<file path="config.mk">
export PLATFORM = sky130hd
export DESIGN_NAME = ctrl_tx_arbiter
export DESIGN_NICKNAME = d
export VERILOG_FILES = /design/src/rtl/ctrl_tx_arbiter.sv
export SDC_FILE = /design/constraint.sdc
export NUM_CORES = 1
export LEC_CHECK = 0
export BUFFER_PORTS_ARGS = -buffer_cell sky130_fd_sc_hd__buf_4
export CAP_MARGIN = 20
export CELL_PAD_IN_SITES_DETAIL_PLACEMENT = 1
export CELL_PAD_IN_SITES_GLOBAL_PLACEMENT = 1
export CORE_AREA = 2 2 117 119
export DETAILED_ROUTE_END_ITERATION = 10
export DIE_AREA = 0 0 119 121
export PLACE_DENSITY_LB_ADDON = 0.25
export SYNTH_ARGS = -nofsm -noshare
export SYNTH_HDL_FRONTEND = slang
export SYNTH_SLANG_ARGS = --single-unit
</file>
<file path="constraint.sdc">
create_clock -name core_clk -period 3.9 [get_ports core_clk]
set_clock_uncertainty 0.1 [all_clocks]
set_input_delay 0 -clock core_clk [delete_from_list [all_inputs] [get_ports core_clk]]
set_output_delay 0 -clock core_clk [all_outputs]
set_load 0.005 [all_outputs]
</file>
<file path="src/rtl/ctrl_tx_arbiter.sv">
`timescale 1ns/1ps
// ctrl_tx_arbiter: shares the outgoing control-packet AXI-Stream channel
// between NUM_REQ sources (0 = listen handshake, 1 = close shutdown,
// 2 = EXP keep-alive). Whole packets are granted round-robin with a
// one-cycle bubble. A beat-count watchdog truncates runaway packets and
// drains the rest of them.
// Optional build macro: CTRL_ARB_SHUTDOWN_PRIO_EN (port 1 wins in IDLE).
//
// Handshake: a beat moves on an interface when tvalid & tready are both high
// at a rising edge. Once tvalid is raised, the source holds tdata/tkeep/tlast
// stable until that beat moves. The arbiter has no storage, so while the
// channel is stalled the m_* outputs simply follow the granted source.
module ctrl_tx_arbiter #(
    parameter int DATA_W    = 64,
    parameter int KEEP_W    = 8,
    parameter int NUM_REQ   = 3,
    parameter int MAX_BEATS = 16
) (
    input  logic                      core_clk,
    input  logic                      core_rst,
    input  logic [NUM_REQ*DATA_W-1:0] s_tdata_i,
    input  logic [NUM_REQ*KEEP_W-1:0] s_tkeep_i,
    input  logic [NUM_REQ-1:0]        s_tvalid_i,
    input  logic [NUM_REQ-1:0]        s_tlast_i,
    output logic [NUM_REQ-1:0]        s_tready_o,
    output logic [DATA_W-1:0]         m_tdata_o,
    output logic [KEEP_W-1:0]         m_tkeep_o,
    output logic                      m_tvalid_o,
    output logic                      m_tlast_o,
    input  logic                      m_tready_i,
    output logic [NUM_REQ-1:0]        grant_o,
    output logic                      busy_o,
    output logic                      trunc_o
);

    localparam int PW = (NUM_REQ > 1) ? $clog2(NUM_REQ) : 1;
    localparam int CW = $clog2(MAX_BEATS + 1);

    typedef enum logic [1:0] {
        ST_IDLE  = 2'd0,
        ST_XFER  = 2'd1,
        ST_DRAIN = 2'd2
    } state_t;

    state_t             state_q, state_d;
    logic [NUM_REQ-1:0] grant_q, grant_d;
    logic [PW-1:0]      gidx_q, gidx_d;
    logic [PW-1:0]      rr_ptr_q, rr_ptr_d;
    logic [CW-1:0]      beat_cnt_q, beat_cnt_d;
    logic               trunc_q, trunc_d;

    logic               sel_found;
    logic [PW-1:0]      sel_idx;
    logic [PW-1:0]      cand;
    logic [DATA_W-1:0]  g_data;
    logic [KEEP_W-1:0]  g_keep;
    logic               g_valid;
    logic               g_last;
    logic               at_limit;
    logic [PW-1:0]      next_ptr;

    // Pick the first valid requester starting at rr_ptr (optionally port 1 first).
    always_comb begin
        sel_found = 1'b0;
        sel_idx   = '0;
        cand      = '0;
        // Walk downwards so the lowest offset from rr_ptr is written last and wins.
        for (int i = NUM_REQ - 1; i >= 0; i--) begin
            cand = PW'((int'(rr_ptr_q) + i) % NUM_REQ);
            if (s_tvalid_i[cand]) begin
                sel_found = 1'b1;
                sel_idx   = cand;
            end
        end
`ifdef CTRL_ARB_SHUTDOWN_PRIO_EN
        if (s_tvalid_i[1]) begin
            sel_found = 1'b1;
            sel_idx   = PW'(1);
        end
`endif
    end

    // Mux out the signals of the currently granted source.
    always_comb begin
        g_data  = '0;
        g_keep  = '0;
        g_valid = 1'b0;
        g_last  = 1'b0;
        for (int k = 0; k < NUM_REQ; k++) begin
            if (gidx_q == PW'(k)) begin
                g_data  = s_tdata_i[k*DATA_W +: DATA_W];
                g_keep  = s_tkeep_i[k*KEEP_W +: KEEP_W];
                g_valid = s_tvalid_i[k];
                g_last  = s_tlast_i[k];
            end
        end
    end

    assign at_limit = (beat_cnt_q == CW'(MAX_BEATS - 1));
    assign next_ptr = (gidx_q == PW'(NUM_REQ - 1)) ? '0 : gidx_q + PW'(1);

    // Next-state and output logic of the grant FSM.
    always_comb begin
        state_d    = state_q;
        grant_d    = grant_q;
        gidx_d     = gidx_q;
        rr_ptr_d   = rr_ptr_q;
        beat_cnt_d = beat_cnt_q;
        trunc_d    = 1'b0;
        s_tready_o = '0;
        m_tdata_o  = '0;
        m_tkeep_o  = '0;
        m_tvalid_o = 1'b0;
        m_tlast_o  = 1'b0;
        case (state_q)
            ST_IDLE: begin
                if (sel_found) begin
                    state_d    = ST_XFER;
                    gidx_d     = sel_idx;
                    grant_d    = NUM_REQ'(1) << sel_idx;
                    beat_cnt_d = '0;
                end
            end
            ST_XFER: begin
                m_tdata_o  = g_data;
                m_tkeep_o  = g_keep;
                m_tvalid_o = g_valid;
                m_tlast_o  = g_last | at_limit;
                s_tready_o = NUM_REQ'(m_tready_i) << gidx_q;
                if (g_valid && m_tready_i) begin
                    if (g_last) begin
                        state_d    = ST_IDLE;
                        grant_d    = '0;
                        beat_cnt_d = '0;
`ifdef CTRL_ARB_SHUTDOWN_PRIO_EN
                        if (gidx_q != PW'(1)) rr_ptr_d = next_ptr;
`else
                        rr_ptr_d   = next_ptr;
`endif
                    end else if (at_limit) begin
                        // Forced tlast went out; swallow the rest of this packet.
                        state_d    = ST_DRAIN;
                        trunc_d    = 1'b1;
                        beat_cnt_d = beat_cnt_q + CW'(1);
                    end else begin
                        beat_cnt_d = beat_cnt_q + CW'(1);
                    end
                end
            end
            ST_DRAIN: begin
                s_tready_o = NUM_REQ'(1) << gidx_q;
                if (g_valid && g_last) begin
                    state_d    = ST_IDLE;
                    grant_d    = '0;
                    beat_cnt_d = '0;
`ifdef CTRL_ARB_SHUTDOWN_PRIO_EN
                    if (gidx_q != PW'(1)) rr_ptr_d = next_ptr;
`else
                    rr_ptr_d   = next_ptr;
`endif
                end
            end
            default: begin
                state_d = ST_IDLE;
                grant_d = '0;
            end
        endcase
    end

    // State registers with synchronous active-high reset.
    always_ff @(posedge core_clk) begin
        if (core_rst) begin
            state_q    <= ST_IDLE;
            grant_q    <= '0;
            gidx_q     <= '0;
            rr_ptr_q   <= '0;
            beat_cnt_q <= '0;
            trunc_q    <= 1'b0;
        end else begin
            state_q    <= state_d;
            grant_q    <= grant_d;
            gidx_q     <= gidx_d;
            rr_ptr_q   <= rr_ptr_d;
            beat_cnt_q <= beat_cnt_d;
            trunc_q    <= trunc_d;
        end
    end

    assign grant_o = grant_q;
    assign busy_o  = (state_q != ST_IDLE);
    assign trunc_o = trunc_q;

endmodule

</file>
Yosys cells after proc, flatten, opt, wreduce, memory -nomap -nowiden
Index checks and enable logic that the tools add are counted.
{"block": "totals", "regBits": 15, "input_bits": 225, "wordCells": 96}
{"block": "classes", "muxes": 51, "n_addsub": 4, "n_eq_ne": 10, "magnitude_cmp": 3, "bitwise": 3, "shift": 3, "n_div": 3, "reduce_logical": 13}
{"cell": "64-bit 2-to-1 mux", "n": 4}
{"cell": "32-bit by 3-bit remainder unit with 32-bit output (second input constant)", "n": 2}
{"cell": "3-bit by 3-bit remainder unit with 32-bit output (second input constant)", "n": 1}
{"cell": "8-bit 2-to-1 mux", "n": 4}
{"cell": "2-bit 2-to-1 mux", "n": 12}
{"cell": "5-bit 2-to-1 mux", "n": 4}
{"cell": "4-bit AND reduction", "n": 4}
{"cell": "1-bit 2-to-1 mux", "n": 15}
{"cell": "5-bit one-hot mux with 3 select lines", "n": 1}
{"cell": "3-bit 2-to-1 mux", "n": 4}
{"cell": "2-bit by 3-bit < comparator with 1-bit output (second input constant)", "n": 3}
{"cell": "3-bit one-hot mux with 3 select lines", "n": 1}
{"cell": "2-bit != test (second input constant)", "n": 4}
{"cell": "1-bit binary-select mux with 2-bit select", "n": 3}
{"cell": "2-bit one-hot mux with 3 select lines", "n": 1}
{"cell": "3-bit one-hot mux with 2 select lines", "n": 1}
{"cell": "1-bit by 2-bit << shifter with 3-bit output (first input constant)", "n": 2}
{"cell": "5-bit by 1-bit adder with 5-bit output (second input constant)", "n": 1}
{"cell": "5-bit by 4-bit == test with 1-bit output (second input constant)", "n": 1}
{"cell": "2-bit by 1-bit == test with 1-bit output (second input constant)", "n": 2}
{"cell": "2-bit == test (second input constant)", "n": 2}
{"cell": "2-bit logical NOT", "n": 2}
{"cell": "2-bit one-hot mux with 2 select lines", "n": 1}
{"cell": "2-bit nonzero test", "n": 2}
{"cell": "11 further kinds", "n": 13}

Longest topological paths before layout
Gate-level depths: netlist of the first run.
{"block": "logic_depth", "word_depth": 10, "ltp_mapped": 8}

Least setup slack after synthesis of the first run
OpenSTA, ideal clock, no wires.
{"block": "synth_path", "kind": "reg2reg", "startpoint": "reg rr_ptr_q[0]", "endpoint": "reg grant_q[0] (netlist: grant_o[0])", "n_path_buf": 1, "required_ps": 3677, "setup_ps": 123, "stages_incl_launch_ff": 9, "arrival_time_ps": 1968, "path_slack_ps": 1709, "path_cell_list": "dfxtp_1 > inv_1 > ha_1 > a21oi_1 > a22oi_1 > nor4_4 > buf_4 > nor3_1 > mux2_1"}
{"block": "synth_between", "elab_chain_cells": 10, "word_cells_on_any_way": 22, "cone_classes": "add/sub (2); div (3); eq/ne (1); shift (1); mux (14); reduce/logical (1)"}
{"item": "start, declared", "line_no": "48", "source": "logic [PW-1:0] rr_ptr_q, rr_ptr_d;"}
{"item": "start signal, assigned", "line_no": "183", "source": "rr_ptr_q <= rr_ptr_d;"}
{"item": "2-bit by 2-bit adder with 3-bit output", "line_no": "69", "source": "cand = PW'((int'(rr_ptr_q) + i) % NUM_REQ);"}
{"item": "32-bit by 3-bit remainder unit with 32-bit output", "line_no": "69"}
{"item": "1-bit binary-select mux with 2-bit select", "line_no": "70", "source": "if (s_tvalid_i[cand]) begin"}
{"item": "1-bit 2-to-1 mux (implied by the code)", "line_no": "70"}
{"item": "2-bit 2-to-1 mux (3 in a row)", "line_no": "70"}
{"item": "1-bit by 2-bit << shifter with 3-bit output", "line_no": "120", "source": "grant_d = NUM_REQ'(1) << sel_idx;"}
{"item": "3-bit 2-to-1 mux", "line_no": "117", "source": "if (sel_found) begin"}
{"item": "3-bit one-hot mux with 3 select lines", "line_no": "115", "source": "case (state_q)"}
{"item": "end signal, assigned", "line_no": "181", "source": "grant_q <= grant_d;"}
{"item": "end, declared", "line_no": "46", "source": "logic [NUM_REQ-1:0] grant_q, grant_d;"}
Several ways; a longest one is shown, not always the timed one. The select of a mux whose other input is x is not followed.
A chain may end at the register's enable or synchronous reset.

Final worst setup path of the first run
{"block": "layout_path", "startpoint": "reg gidx_q[1]", "endpoint": "out m_tdata_o[37]"}
{"block": "layout_between", "elab_chain_cells": 5, "word_cells_on_any_way": 7, "cone_classes": "eq/ne (2); mux (4); reduce/logical (1)"}
{"item": "start, declared", "line_no": "47", "source": "logic [PW-1:0] gidx_q, gidx_d;"}
{"item": "start signal, assigned", "line_no": "182", "source": "gidx_q <= gidx_d;"}
{"item": "2-bit logical NOT", "line_no": "90", "source": "if (gidx_q == PW'(k)) begin"}
{"item": "64-bit 2-to-1 mux (2 in a row)", "line_no": "90"}
{"item": "64-bit 2-to-1 mux (*)", "line_no": "90"}
{"item": "64-bit 2-to-1 mux (*)", "line_no": "115"}
{"item": "end, declared", "line_no": "26", "source": "output logic [DATA_W-1:0] m_tdata_o,"}
Every way passes the cells marked *; elsewhere a longest branch is shown, timed or not.

==> results of run 1 <==
-- power by group through the flow --
stage / combinational, mW / sequential [mW] / clock [mW]
floorplan: 1.00 / 0.196 / 0
global placement: 1.69 / 0.244 / 0
detailed placement: 1.73 / 0.247 / 0
CTS: 1.74 / 0.243 / 0.209
global route: 1.88 / 0.251 / 0.217
finish: 1.71 / 0.242 / 0.204
-- critical path, cell delays in order, from the launching register on --
cell and delay [ns]:
dfxtp_2 0.57, buf_4 0.64, nor2b_4 0.26, buf_4 0.61, a21oi_1 0.19, nor2_1 0.14
buf_4 0.13
-- state kept, by name (all words and copies together) (netlist names) --
register / count
beat_cnt_q: 5
gidx_q: 2
grant_o: 3
rr_ptr_q: 2
state_q: 2
trunc_o: 1
-- final cells by class --
class | count | share of cell area (%)
Clock inverter | 1 | 0.115
Clock buffer | 3 | 1.38
Tap cell | 176 | 4.06
Inverter | 10 | 0.691
Sequential cell | 15 | 5.62
Multi-Input combinational cell | 398 | 45.1
Timing Repair Buffer | 311 | 43.1
-- Yosys cell counts, types with 3 or more instances --
cell type and instances:
mux2i_1 77, nand2_1 7, o21ai_0 5, or3_1 3, buf_1 4, dfxtp_1 15
inv_1 9, ha_1 10, o311ai_1 3, o31ai_1 5, nand2b_1 8, o21ai_1 4
a21oi_1 81, or4_1 4, nand3b_1 3, nor2b_1 5, nor2_1 151, buf_2 7
clkbuf_1 24, o41ai_1 3, nor3_1 4
-- metrics by stage --
| stage | instances | instance area (um^2) | util [%] | power, mW |
|---|---|---|---|---|
| floorplan | 460 | 2940 | - | 1.20 |
| global placement | 909 | 5340 | 40.8 | 1.94 |
| detailed placement | 909 | 5340 | 40.8 | 1.98 |
| CTS | 914 | 5430 | 41.5 | 2.19 |
| global route | 914 | 5430 | 41.5 | 2.35 |
| finish | 914 | 5430 | 41.5 | 2.16 |
-- per-layer routing --
| layer | global-route usage, % | part of all wire (%) |
|---|---|---|
| met5 | 0 | 0.077 |
| met4 | 5.43 | 2.4 |
| met3 | 5.50 | 8.1 |
| met2 | 40.3 | 51 |
| met1 | 24.9 | 38 |
-- logic make-up (layout without fill, tap and decap cells) --
kind of cell | after synthesis | in the layout
AOI/OAI and AO/OA | 112 | 112
adders and majority gates | 10 | 10
buffers and inverters | 47 | 325
DFF | 15 | 15
muxes | 79 | 79
and+or+nand+nor | 197 | 197
-- cells in the final DEF, fill, tap and decap left out, drive strengths merged, types with 5 or more instances in the layout --
master / instances
o31ai: 5
nor2: 151
a21oi: 81
nand2b: 8
ha: 10
nor2b: 5
mux2i: 78
dfxtp: 15
inv: 11
buf: 310
nand2: 7
o21ai: 10
-- worst paths after layout --
path                    start            end  cells past startpoint
setup reg to reg  rr_ptr_q[0]     grant_o[0]                      6
hold reg to reg    grant_o[1]     grant_o[1]                      2
setup / recovery    gidx_q[1]  m_tdata_o[37]                      6
hold / removal     m_tready_i        trunc_o                      4
-- repair_timing --
item	CTS	global route
hold endpoints to repair	9	0
buffers inserted	0	0
setup endpoints to repair	0	0
hold buffers	1	0
==> key figures, run 1 <==
Run status
  – Outcome: finished clean

Timing
  – Final setup TNS: 0 ns
  – Final Cycle Share: about three quarters
  – Fin Hold WS: ~0.13 ns
  – FMAX: approximately 340 MHz
  – Final setup viols: 0
  – Min Clock Period, post-route: around 3 ns
  – Worst setup margin: 0.957 ns
  – Final Hold Viols: 0
  – RSZ-0062 raised after global routing: no
  – Worst-Margin Slew: a little over 1 ns
  – Final Slew Violations: 0
  – Max_slew headroom: between 30% and 40%

Placed design
  – Post-Place Worst Slack: roughly 1.2 ns
  – # port buffers: a little over 300
  – RePlAce Congestion: between 0.8 and 0.9
  – HPWL after DPL: 13.7 mm

Cells and area
  – Final nets: ~970
  – Sequential cell area: roughly 310 um^2
  – Share of cells above drive strength 1: a little over two fifths
  – Synth-to-Final Area Change: 84.9%
  – FILL cells: 1699
  – Multi-input gate area: ~2400 um^2
  – Antenna diode count: 0

Floorplan
  – I/O pin count: between 300 and 400
  – Die Span X: 119 um
  – Total core area: about 13000 um^2
  – Die H: between 100 and 150 um
  – Die area: about 14000 um^2
  – Starting utilization of the core area: ~22%
  – FP Rows: 42

Setup path
  – CP arrival: around 2.8 ns
  – Worst Setup End Kind: output pin
  – Max Fanout on Critical Path: between 70 and 80
  – Crit path launch type: flip-flop
  – Critical path type: reg2out
  – Reg2Reg Setup Slack: 1.19 ns
  – CP required: 3.80 ns

Yosys
  – Top cell type by total area after synthesis: mux2i_1
  – Top FF cell, synth: dfxtp_1
  – Largest family of logic cells by synthesized area: simple AND/OR/NAND/NOR gates
  – Synthesized area: 2940 um^2
  – Synthesis warning total: 0
  – Area share of and/or/nand/nor cells after synthesis: 29.7%
  – Post-synth EDFFs: 0
  – Ys async rst share: 0%
  – Sequential fraction of the synthesis area: 10.2%
  – Synth Instances: between 400 and 500
  – Area contributors post-synth: mux2i_1 (26%), nor2_1 (19%), a21oi_1 (14%)
  – FF+latch count, synth: 15
  – Yosys top cell area share: a little over a quarter
  – Synth Area in Compound Gates: about 22%
  – Post-Synth Adder-Cell Area: approximately 4.3%
  – Post-synth cell types: 44
  – Post-synthesis mux area share: 27.4%
  – Mean Syn Cell Area: 6.38 um^2
  – Syn_nets: approximately 700
  – Post-Synth XOR/XNOR Area: 0%

Clock tree
  – Clock latency on the worst-skew pair: 0.25 ns
  – Clock root buffer: clkbuf_16
  – H-tree levels: 1
  – Clock buffer depth: 2
  – Inserted Clock Buffers: 3
  – Clock sink count: 15
  – # resized after CTS: 0
  – Clk slew on worst S/H paths: approximately 0.050 ns
  – CTS tree: built

Run
  – Max-cap violations: 0

Pwr
  – Leak: between 2 and 3 nW
  – Power share of the combinational group: between 70% and 80%
  – Max VDD drop: a little over 200 uV
  – Power Density: 397 nW/um^2
  – Internal: between 1 and 1.5 mW
  – Flop pwr share: approximately 11%
  – Sw power: 1000 uW
  – Switching share of power: 46.3%
  – Clock power frac: around a tenth

Global route
  – Grt ovf: 0
  – Vias in the first global route: roughly 4600
  – Initial antenna violation count: 1
  – GRT Util Overall: between 20 and 25%
  – Largest net degree at the start of global routing: 74
  – First-pass GRT wire length: ~25 mm

Detailed routing
  – Post-Route WL: around 17 mm
  – DR pass1 iterations: 4
  – Vias: 4440
  – Vias per inst: ~5
  – First DRT Iteration DRCs: 160
  – Wire per inst: 18.4 um
  – Antenna viol nets, final: 0
  – DRC: 0

Min path
  – Hold WC Path Type: in2reg
Power figures use the tool's default switching activity.
==> run 2: changes to the inputs <==
--- a/config.mk
+++ b/config.mk
@@ -5,13 +5,14 @@
 export SDC_FILE = /design/constraint.sdc
 export NUM_CORES = 1
 export LEC_CHECK = 0
+export ABC_AREA = 1
 export BUFFER_PORTS_ARGS = -buffer_cell sky130_fd_sc_hd__buf_4
 export CAP_MARGIN = 20
 export CELL_PAD_IN_SITES_DETAIL_PLACEMENT = 1
 export CELL_PAD_IN_SITES_GLOBAL_PLACEMENT = 1
-export CORE_AREA = 2 2 117 119
+export CORE_AREA = 2 2 125 127
 export DETAILED_ROUTE_END_ITERATION = 10
-export DIE_AREA = 0 0 119 121
+export DIE_AREA = 0 0 127 129
 export PLACE_DENSITY_LB_ADDON = 0.25
 export SYNTH_ARGS = -nofsm -noshare
 export SYNTH_HDL_FRONTEND = slang
==> constraint.sdc (replaced) <==
create_clock -name core_clk -period 2.9 [get_ports core_clk]
set_clock_uncertainty 0.1 [all_clocks]
set_input_delay 0 -clock core_clk [delete_from_list [all_inputs] [get_ports core_clk]]
set_output_delay 0 -clock core_clk [all_outputs]
set_load 0.005 [all_outputs]
==> key figures, run 2 <==
Run status
  – Outcome: finished clean

Cells and area
  – Share of cells above drive strength 1: between 30% and 40%
  – Antenna diode count: 0
  – Commonest cells after routing, fill and taps aside: buf_4 (315), nand3_1 (229), nand2_1 (191)
  – Synth-to-Final Area Change: 76.9%
  – Largest register FFs: 5
  – Final nets: around 1200
  – Commonest non-fill, non-tap cell in the layout: buf_4
  – Biggest register: beat_cnt_q
  – FILL cells: 2101

Floorplan
  – Die area: about 16000 um^2
  – Die Span X: approximately 130 um
  – Total core area: 15000 um^2
  – I/O pin count: just over 300
  – Starting utilization of the core area: between 20% and 30%
  – Die H: roughly 130 um
  – FP Rows: 45

Clock tree
  – Clock sink count: 15
  – CTS tree: built
  – Inserted Clock Buffers: 3
  – Clock root buffer: clkbuf_16
  – Clock latency on the worst-skew pair: about 0.25 ns
  – # resized after CTS: 0
  – H-tree levels: 1
  – Clock buffer depth: 2
  – Setup bufs post-CTS: 0
  – Clk slew on worst S/H paths: around 0.05 ns

Placed design
  – HPWL after DPL: ~15 mm
  – RePlAce Congestion: ~0.82
  – # port buffers: about 300

Yosys
  – Count leader, synth: nand3_1
  – Synth Instances: 660
  – Synthesized area: roughly 3300 um^2
  – Top cell type by total area after synthesis: nand3_1
  – Yosys top cell area share: 35.0%
  – FF+latch count, synth: 15
  – Top FF cell, synth: dfxtp_1
  – Mean Syn Cell Area: 4.96 um^2
  – Ys async rst share: 0%
  – Area contributors post-synth: nand3_1 (35%), nand2_1 (22%), inv_1 (11%)
  – Synth cell count leaders: nand3_1 (229), nand2_1 (191), inv_1 (94)
  – Post-synth EDFFs: 0
  – Syn_nets: roughly 900
  – Synthesis warning total: 0
  – Sequential fraction of the synthesis area: about 9%
  – Post-synth cell types: 29

Timing
  – Worst-Margin Slew: roughly 0.73 ns
  – RSZ-0062 raised after global routing: no
  – Final setup TNS: 0 ns
  – Final Cycle Share: approximately 80%
  – Final Hold Viols: 0
  – Final Slew Violations: 0
  – FMAX: 431 MHz
  – Max_slew headroom: about half
  – Final setup viols: 0
  – Min Clock Period, post-route: around 2.3 ns

Detailed routing
  – Vias: 5328
  – First DRT Iteration DRCs: 157
  – Vias per inst: 4.75
  – DR pass1 iterations: 4
  – Wire per inst: approximately 17 um
  – Antenna viol nets, final: 0
  – DRC: 0
  – Post-Route WL: ~19 mm

Pwr
  – Power Density: between 600 and 700 nW/um^2
  – Power consumption: roughly 4 mW
  – Leak: 3.55 nW
  – Max VDD drop: 246 uV

Global route
  – GRT Util Overall: 21.3%
  – First-pass GRT wire length: between 20 and 30 mm
  – Initial antenna violation count: 0
  – Largest net degree at the start of global routing: between 60 and 70
  – Vias in the first global route: approximately 5200
  – Grt ovf: 0

Setup path
  – Critical path type: reg2out
  – Crit path launch type: flip-flop
  – Max Fanout on Critical Path: 38
  – CP required: 2.80 ns
  – CP arrival: ~2.2 ns
  – Worst Setup End Kind: output pin

Run
  – Max-cap violations: 0

Min path
  – Hold WC Path Type: in2reg
run 2: area by class of cell:
cell class,count,area (um^2),area share (%)
Clock buffer,3,75.1,1.30
Clock inverter,1,5.00,0.0864
Inverter,100,375,6.48
Multi-Input combinational cell,496,2390,41.3
Sequential cell,15,303,5.23
Tap cell,188,235,4.06
Timing Repair Buffer,318,2400,41.5
run 2: report_power, final:
| part | internal, mW | switching (mW) | total (mW) | leakage (nW) |
|---|---|---|---|---|
| registers | 0.269 | 0.0908 | 0.360 | 0.124 |
| clock network | 0.185 | 0.0951 | 0.280 | 0.0409 |
| logic | 1.31 | 1.96 | 3.28 | 3.39 |
run 2: what timing repair did:
action                                  in CTS  in global routing
endpoints found under the setup margin       0                  0
hold endpoints to repair                     6                  0
hold buffers                                 2                  0
run 2: routing by layer:
metal,vias up,GRT usage (%),wire [um]
met2,198,38.0,9330
met1,2445,25.5,7570
li1,2654,-,-
met3,31,5.49,1320
met4,0,5.30,426
met5,-,0,0
run 2: final timing paths:
path                              startpoint            end  slack, ns  cells past startpoint
worst max register to register     gidx_q[1]     grant_o[0]       0.79                     10
worst min register to register    grant_o[2]     grant_o[2]       0.35                      2
worst max-delay path               gidx_q[1]  m_tdata_o[28]       0.58                      7
worst min-delay path            s_tlast_i[0]  beat_cnt_q[3]       0.13                      6
run 2: cell families (layout without fill, tap and decap cells):
kind of cell	count (synthesis)	in the layout	share of synthesized area, %
DFF	15	15	9.17
buffers and inverters	149	422	17.9
adders and majority gates	10	10	3.82
and+or+nand+nor	469	469	66.0
AOI/OAI and AO/OA	17	17	3.09
run 2: metrics by stage:
stage / worst slack, ns / instances / hold WS, ns / instance area, um^2 / utilization (%)
floorplan: 1.14 / 660 / -0.0309 / 3270 / -
global placement: 0.800 / 1115 / 0.139 / 5690 / 38.0
detailed placement: 0.776 / 1115 / 0.142 / 5690 / 38.0
CTS: 0.568 / 1121 / 0.133 / 5790 / 38.7
global route: 0.384 / 1121 / 0.143 / 5790 / 38.7
finish: 0.580 / 1121 / 0.129 / 5790 / 38.7
run 2: worst max-delay path, cell delays in order, from the launching register on:
cell	delay, ns
dfxtp_2	0.64
buf_4	0.33
buf_4	0.42
nand3_1	0.18
nand3_1	0.14
nand2_1	0.06
inv_1	0.07
buf_4	0.10
==> run 3: changes to the inputs <==
==> constraint.sdc (replaced) <==
create_clock -name core_clk -period 2.4 [get_ports core_clk]
set_clock_uncertainty 0.1 [all_clocks]
set_input_delay 0 -clock core_clk [delete_from_list [all_inputs] [get_ports core_clk]]
set_output_delay 0 -clock core_clk [all_outputs]
set_load 0.005 [all_outputs]
==> key figures, run 3 (synthesis results as in run 2) <==
Clock tree
  – Clock buffer depth: 2
  – Clock root buffer: clkbuf_16
  – Clock sink count: 15
  – # resized after CTS: 0
  – Inserted Clock Buffers: 3
  – Clk slew on worst S/H paths: around 0.05 ns
  – CTS tree: built
  – Clock latency on the worst-skew pair: around 0.25 ns
  – Setup bufs post-CTS: 0
  – H-tree levels: 1

Setup path
  – CP required: around 2.3 ns
  – Reg-to-Reg Start: rr_ptr_q[0]
  – Crit path launch type: flip-flop
  – R2r worst-path depth: 11
  – Max Fanout on Critical Path: between 40 and 50
  – CP arrival: a little under 2 ns
  – Worst Setup End Kind: output pin
  – Reg2Reg Setup Slack: 0.38 ns
  – CP Launch Point: gidx_q[1]
  – Critical path type: reg2out
  – Terminus of the critical flop-to-flop path: state_q[1]

Timing
  – Final setup TNS: 0 ns
  – Final Hold Viols: 0
  – Final setup viols: 0
  – Max_slew headroom: just over 50%
  – Final Cycle Share: roughly 85%
  – Worst-Margin Slew: 0.721 ns
  – Final Slew Violations: 0
  – FMAX: a little under 500 MHz
  – RSZ-0062 raised after global routing: no
  – Min Clock Period, post-route: 2.04 ns

Detailed routing
  – Post-Route WL: 18.5 mm
  – Antenna viol nets, final: 0
  – Vias per inst: about 4.7
  – Wire per inst: roughly 16 um
  – Vias: around 5300
  – DR pass1 iterations: 4
  – DRC: 0
  – First DRT Iteration DRCs: 197

Pwr
  – Max VDD drop: between 200 and 300 uV
  – Power Density: approximately 800 nW/um^2
  – Power share of the combinational group: a little over four fifths
  – Clock power frac: around 7%
  – Leak: 3.56 nW
  – Flop pwr share: 8.4%
  – Internal: ~2.2 mW
  – Sw power: ~2.6 mW
  – Power consumption: 4.75 mW
  – Switching share of power: a little over half

Min path
  – Hold_sp: s_tlast_i[0]
  – Hold-critical path depth: 6
  – Hold Crit Endpoint: beat_cnt_q[3]
  – Hold WC Path Type: in2reg

Run status
  – Outcome: finished clean

Floorplan
  – Starting utilization of the core area: 21.9%
  – I/O pin count: between 300 and 400
  – Die Span X: ~130 um
  – Die H: ~130 um
  – FP Rows: 45
  – Die area: about 16000 um^2
  – Total core area: around 15000 um^2

Cells and area
  – Largest register FFs: 5
  – Commonest cells after routing, fill and taps aside: buf_4 (317), nand3_1 (229), nand2_1 (191)
  – Antenna diode count: 0
  – Commonest non-fill, non-tap cell in the layout: buf_4
  – Synth-to-Final Area Change: 77.4%
  – Biggest register: beat_cnt_q
  – Share of cells above drive strength 1: approximately 37%
  – Final nets: 1171
  – FILL cells: slightly above 2000

Global route
  – First-pass GRT wire length: 27.9 mm
  – Largest net degree at the start of global routing: 62
  – Initial antenna violation count: 0
  – Vias in the first global route: about 5300
  – GRT Util Overall: between 20% and 30%
  – Grt ovf: 0

Placed design
  – HPWL after DPL: between 10 and 15 mm
  – RePlAce Congestion: slightly below 0.9
  – # port buffers: just over 300

Run
  – Max-cap violations: 0
run 3: cell types whose count changed in the layout (fill, tap and decap cells not counted), sizes merged:
cell  change
buf       +2
run 3: timing repair:
item	4_1_cts	5_1_grt
endpoints found under the hold margin	6	0
endpoints found under the setup margin	0	0
hold buffers	2	0
run 3: worst max-delay path, cell delays in order, from the launching register on:
cell and delay (ns):
dfxtp_2 0.36, inv_2 0.29, buf_4 0.48, nand3_1 0.14
nand3_1 0.13, nand2_1 0.06, inv_1 0.09, buf_4 0.11
run 3: cell type report:
| type | instances | area (um^2) | area share, % |
|---|---|---|---|
| multi-input combinational | 496 | 2390 | 41.2 |
| timing repair buffer | 320 | 2420 | 41.7 |
| clock buffer | 3 | 75.1 | 1.29 |
| clock inverter | 1 | 5.00 | 0.0862 |
| tap | 188 | 235 | 4.05 |
| inverter | 100 | 375 | 6.46 |
| sequential | 15 | 303 | 5.21 |
run 3: worst max path at each step:
stage / endpoint / slack (ns) / cells past startpoint
floorplan: state_q[1] / 0.64 / 11
global placement: state_q[1] / 0.45 / 11
detailed placement: state_q[1] / 0.36 / 11
CTS: m_tdata_o[25] / 0.33 / 7
global route: grant_o[1] / 0.18 / 12
finish: m_tdata_o[48] / 0.36 / 7
run 3: stage by stage:
stage	instances	area [um^2]	utilization [%]	worst slack, ns	hold slack [ns]
CTS	1123	5810	38.8	0.332	0.170
floorplan	660	3270	-	0.636	-0.0309
finish	1123	5810	38.8	0.355	0.170
global placement	1117	5710	38.1	0.453	0.135
detailed placement	1117	5710	38.1	0.361	0.138
global route	1123	5810	38.8	0.181	0.229
run 3: power groups by stage:
stage	sequential [mW]	combinational [mW]	clock (mW)
2_1_floorplan	0.374	2.44	0
3_3_place_gp	0.403	4.07	0
3_5_place_dp	0.403	4.06	0
4_1_cts	0.399	4.08	0.336
5_1_grt	0.412	4.51	0.346
6_report	0.398	4.02	0.332
run 3: layer usage:
metal  vias up  GRT usage [%]  routed length (um)
met2       206           37.6                9160
li1       2664              -                   -
met5         -              0                   0
met4         0           4.59                 369
met1      2390           26.3                7730
met3        22           4.53                1220
